## src/rtl/serial_subtractor_pkg.sv

```systemverilog
// Shared types and constants for the bit-serial subtractor.
// Optional SERIAL_SUBTRACTOR_BORROW_IN_EN adds a chaining borrow input on the top.
package serial_subtractor_pkg;

   localparam int DEFAULT_WIDTH = 8;

   function automatic int cnt_width(input int width);
      return $clog2(width + 1);
   endfunction

   localparam int DEFAULT_CNT_W = cnt_width(DEFAULT_WIDTH);

   typedef enum logic [1:0] {
      IDLE  = 2'd0,
      SHIFT = 2'd1,
      DONE  = 2'd2
   } state_t;

endpackage

```

## src/rtl/serial_subtractor_fsub_cell.sv

```systemverilog
// One-bit full subtractor: d = a - b - bin, bout is the borrow to the next bit.
module fsub_cell (
   input  logic a,
   input  logic b,
   input  logic bin,
   output logic d,
   output logic bout
);

   assign d    = a ^ b ^ bin;
   assign bout = (~a & b) | (~(a ^ b) & bin);

endmodule

```

## src/rtl/serial_subtractor.sv

```systemverilog
// Bit-serial subtractor, LSB first, one bit per clock; result lands in diff after WIDTH cycles.
// Define SERIAL_SUBTRACTOR_BORROW_IN_EN to add borrow_in for chaining to a lower word.
//
// state | meaning
// IDLE  | waiting for start, outputs hold last result
// SHIFT | one full-subtract step per cycle, busy=1
// DONE  | result valid, done=1 for this cycle; start here launches the next op
module serial_subtractor
   import serial_subtractor_pkg::*;
#(
   parameter int WIDTH = DEFAULT_WIDTH
) (
   input  logic             clk,
   input  logic             rst_n,
   input  logic             start,
   input  logic [WIDTH-1:0] a,
   input  logic [WIDTH-1:0] b,
`ifdef SERIAL_SUBTRACTOR_BORROW_IN_EN
   input  logic             borrow_in,
`endif
   output logic             busy,
   output logic             done,
   output logic [WIDTH-1:0] diff,
   output logic             borrow_out
);

   localparam int CNT_W = cnt_width(WIDTH);

   state_t             r_state;
   state_t             w_state_nxt;
   logic [CNT_W-1:0]   r_cnt;
   logic [WIDTH-1:0]   r_a;
   logic [WIDTH-1:0]   r_b;
   logic [WIDTH-1:0]   r_diff;
   logic               r_borrow;
   logic               w_start_acc;
   logic               w_last;
   logic               w_bin_init;
   logic               w_d;
   logic               w_bout;

`ifdef SERIAL_SUBTRACTOR_BORROW_IN_EN
   assign w_bin_init = borrow_in;
`else
   assign w_bin_init = 1'b0;
`endif

   assign w_start_acc = start && ((r_state == IDLE) || (r_state == DONE));
   assign w_last      = (r_cnt == CNT_W'(WIDTH - 1));

   fsub_cell u_fsub (
      .a    (r_a[0]),
      .b    (r_b[0]),
      .bin  (r_borrow),
      .d    (w_d),
      .bout (w_bout)
   );

   always_ff @(posedge clk or negedge rst_n) begin
      if (!rst_n) begin
         r_state <= IDLE;
      end else begin
         r_state <= w_state_nxt;
      end
   end

   always_comb begin
      w_state_nxt = r_state;
      case (r_state)
         IDLE:    if (start) w_state_nxt = SHIFT;
         SHIFT:   if (w_last) w_state_nxt = DONE;
         DONE:    w_state_nxt = start ? SHIFT : IDLE;
         default: w_state_nxt = IDLE;
      endcase
   end

   // diff is not cleared at start: it fills from the MSB side as bits are produced.
   always_ff @(posedge clk or negedge rst_n) begin
      if (!rst_n) begin
         r_cnt    <= '0;
         r_a      <= '0;
         r_b      <= '0;
         r_diff   <= '0;
         r_borrow <= 1'b0;
      end else if (w_start_acc) begin
         r_cnt    <= '0;
         r_a      <= a;
         r_b      <= b;
         r_borrow <= w_bin_init;
      end else if (r_state == SHIFT) begin
         r_cnt    <= r_cnt + CNT_W'(1);
         r_a      <= r_a >> 1;
         r_b      <= r_b >> 1;
         r_diff   <= {w_d, r_diff[WIDTH-1:1]};
         r_borrow <= w_bout;
      end
   end

   assign busy       = (r_state == SHIFT);
   assign done       = (r_state == DONE);
   assign diff       = r_diff;
   assign borrow_out = r_borrow;

endmodule

```

## config.mk

```make
export PLATFORM = sky130hd
export DESIGN_NAME = serial_subtractor
export DESIGN_NICKNAME = d
export VERILOG_FILES = /design/src/rtl/serial_subtractor_pkg.sv /design/src/rtl/serial_subtractor_fsub_cell.sv /design/src/rtl/serial_subtractor.sv
export SDC_FILE = /design/constraint.sdc
export NUM_CORES = 1
export LEC_CHECK = 0
export BUFFER_PORTS_ARGS = -buffer_cell sky130_fd_sc_hd__buf_2
export CORE_UTILIZATION = 50
export DETAILED_ROUTE_END_ITERATION = 6
export PLACE_DENSITY = 0.75
export SYNTH_ARGS = -nofsm -noshare
export SYNTH_HDL_FRONTEND = slang
export SYNTH_SLANG_ARGS = --single-unit
```

## constraint.sdc

```tcl
create_clock -name clk -period 1.8 [get_ports clk]
set_clock_uncertainty 0.2 [all_clocks]
set_input_delay 0.36 -clock clk [delete_from_list [all_inputs] [get_ports clk]]
set_output_delay 0.36 -clock clk [all_outputs]
set_load 0.1 [all_outputs]
```

==> results by group <==
Status
  • Outcome: finished, final reports clean

Synth
  • Cell count after synthesis: 143
  • Post-Synthesis Mean Instance Area: 9.423 um^2
  • XOR/XNOR Fraction of Synth Area: 1.300%
  • Yosys reg bits: 31
  • Synthesized area: 1348 um^2
  • Largest family of logic cells by synthesized area: simple AND/OR/NAND/NOR gates
  • Sequential element share of the synthesized area: 57.57%
  • Post-synthesis compound-gate area fraction: 9.656%
  • Yosys warns: 0
  • Simple-gate area share of the yosys netlist: 22.66%
  • Library cells used by synthesis: 26
  • Synthesized net count: 164
  • Synth Area in Adders: 2.414%
  • Post-synthesis mux area share: less than 1%

Routing
  • Initial drt markers: 28
  • Met3 WL: ~120 um
  • DRC viols: 0
  • DRT Pass-1 Iters: 4
  • Top layer reached by signal wires: met4
  • DRT Wirelength: 2851 um
  • DR vias/cell: 5.341
  • WL per Instance: 13.71 um
  • Post-DRT Antenna Nets: 0
  • Met2 WL: 1418 um
  • Via count: about 1,100
  • Sum of routed wire segments on met1: 1253 um

Die
  • Core area: roughly 2500 um^2
  • DIE WIDTH: 53.92 um
  • FP Rows: 18
  • Starting Density: 53.42%
  • Die height: 53.92 um
  • Io pins: 30
  • DIE AREA: 2907 um^2

Critical path
  • Worst r2r src: r_state[0]
  • Cell Chain, Critical Path: nor2b_2 -> buf_12
  • WP data required: roughly 1.2 ns
  • Critical Path End Type: primary output
  • Bufs and invs on worst path: 1
  • Worst r2r dst: r_b[0]
  • Crit path max-delay cell type: dfrtp_1
  • WP data arrival: about 1.2 ns
  • Crit start category: flip-flop
  • Worst Setup Path Type: flip-flop to primary output
  • Largest stage delay, worst path: 0.47 ns
  • Worst-path maximum fanout: 5
  • R2R cell count: 6
  • CP top delay family: flip-flops
  • Worst reg2reg setup slack: between 0.2 and 0.25 ns

GRT
  • First-pass GRT wire length: 4374 um
  • Initial antenna violation count: 0
  • Global Route Usage Sum: between 20% and 30%
  • Largest net degree at the start of global routing: 27
  • Total gr overflow: 0
  • Number of global-route vias before repair: 944

Clocking
  • TritonCTS buffer count: 5
  • Total clock sinks: 31
  • Clock buffer depth: 2
  • Clk Latency, worst-skew pair: around 0.33 ns
  • Root Buffer: clkbuf_4
  • CTS HTree Levels: 2
  • CTS tree: done
  • CTS clock-pin slew for the worst setup and hold paths: ~0.10 ns

Finish
  • Most common cell after layout, fill and taps aside: nand2_1
  • Commonest non-fill, non-tap cells in the layout: nand2_1 (48), dfrtp_1 (30), buf_2 (27)
  • Fin nets: about 200
  • Area delta synth->final: 21.17%
  • Multi-input gate area: 505.5 um^2
  • Register area: just under 800 um^2
  • Filler cell count: ~220
  • Inserted Diodes: 0
  • Layout cells sized above 1: 26.97%

Timing
  • Final Hold Vio Count: 0
  • Fin Setup TNS: 0 ns
  • RSZ-0062 raised after global routing: false
  • Max-slew violations: 0
  • Achievable Freq: 0.5753 GHz
  • Setup Viol. Count Final: 0
  • Tmin final: 1.738 ns
  • Final Cycle Share: 96.57%
  • Actual slew at the worst max-slew pin: 0.4837 ns
  • WHS: 0.05455 ns
  • Slew HR: 67.97%

Worst hold path
  • Hold Crit Class: primary input to flip-flop
  • Hold depth: 3
  • Hold path start: b[0]
  • Worst hold endpoint: r_b[0]

Placement
  • GP Congestion: 0.7601
  • Port bufs: 29
  • Post-DP HPWL: 1904 um

Flow run
  • Max Cap Viol: 0
## worst max path at each step
stage	from	slack, ns	endpoint	cells past startpoint
after floorplan	r_state[0]	0.03	done	1
after global placement	r_state[1]	0.28	busy	3
after detailed placement	r_state[1]	0.26	busy	3
after CTS	diff[3]	0.05	diff[3]	1
after global routing	diff[3]	0.005	diff[3]	1
final	r_state[0]	0.06	done	2
## registers in the layout, summed over array words and instances, names as in the netlist
register / cells
borrow_out: 1
diff: 8
r_a: 8
r_cnt: 4
r_state: 2
r_b: 8
## Yosys cell counts
cell type / number / area share [%]
xnor2_1: 1 / 0.65
a22o_1: 2 / 1.3
inv_1: 1 / 0.28
dfrtp_1: 31 / 58
buf_4: 4 / 2.2
ha_1: 1 / 0.93
nand2b_1: 2 / 0.93
fa_1: 1 / 1.5
buf_6: 1 / 0.84
nor2_1: 15 / 4.2
o22ai_1: 3 / 1.4
nor2b_1: 2 / 0.93
a221o_1: 1 / 0.74
a31oi_1: 9 / 4.2
nand2_1: 48 / 13
inv_4: 1 / 0.46
a21oi_1: 2 / 0.74
nor3_1: 5 / 1.9
mux2i_1: 1 / 0.74
o21ai_0: 2 / 0.74
nand3_1: 1 / 0.37
xor2_1: 1 / 0.65
nand4_1: 1 / 0.46
buf_2: 5 / 1.9
a22oi_1: 1 / 0.56
nand3b_1: 1 / 0.56
## kinds of logic after synthesis
logic type	after synthesis
adder cells (fa/ha/maj)	2
flip-flops	31
AO/OA/AOI/OAI	20
XOR/XNOR	2
AND/OR/NAND/NOR	75
buffers and inverters	12
multiplexers	1
## worst register-to-register path: cells and delay by family (launching register included)
kind / cells / cell delay [ns]
AOI/OAI and AO/OA: 1 / 0.19
buffers and inverters: 3 / 0.40
DFF: 1 / 0.47
and+or+nand+nor: 2 / 0.21
## stage by stage
stage          instances  instance area [um^2]  utilization (%)  setup WS, ns
6_report             208                  1633            64.73       0.06166
4_1_cts              208                  1633            64.73       0.04671
2_1_floorplan        143                  1351                -       0.02615
3_5_place_dp         197                  1548            61.36        0.2622
3_3_place_gp         197                  1548            61.36        0.2815
5_1_grt              208                  1633            64.73      0.004554
## per-layer routing
metal / GRT usage [%] / vias to the layer above
met5: 0 / -
met4: 11.84 / 0
met3: 7.910 / 8
met2: 35.39 / 30
met1: 27.26 / 536
li1: - / 537
## what timing repair did
item                       4_1_cts  5_1_grt
gates resized for setup          2        0
hold endpoints to repair        18        0
buffers inserted                 1        0
setup endpoints to repair        1        0
hold buffers                     1        0
## cell type report
| class | instances | share of cell area (%) |
|---|---|---|
| timing repair buffer | 36 | 14.87 |
| clock buffer | 5 | 2.299 |
| multi-input combinational | 100 | 30.96 |
| tap | 30 | 2.299 |
| timing repair inverter | 1 | 0.4598 |
| clock inverter | 3 | 0.9195 |
| inverter | 2 | 0.6130 |
| sequential | 31 | 47.59 |
Power is not shown: default switching activity piles up to over one toggle a cycle in this logic, so the estimate is an artifact.
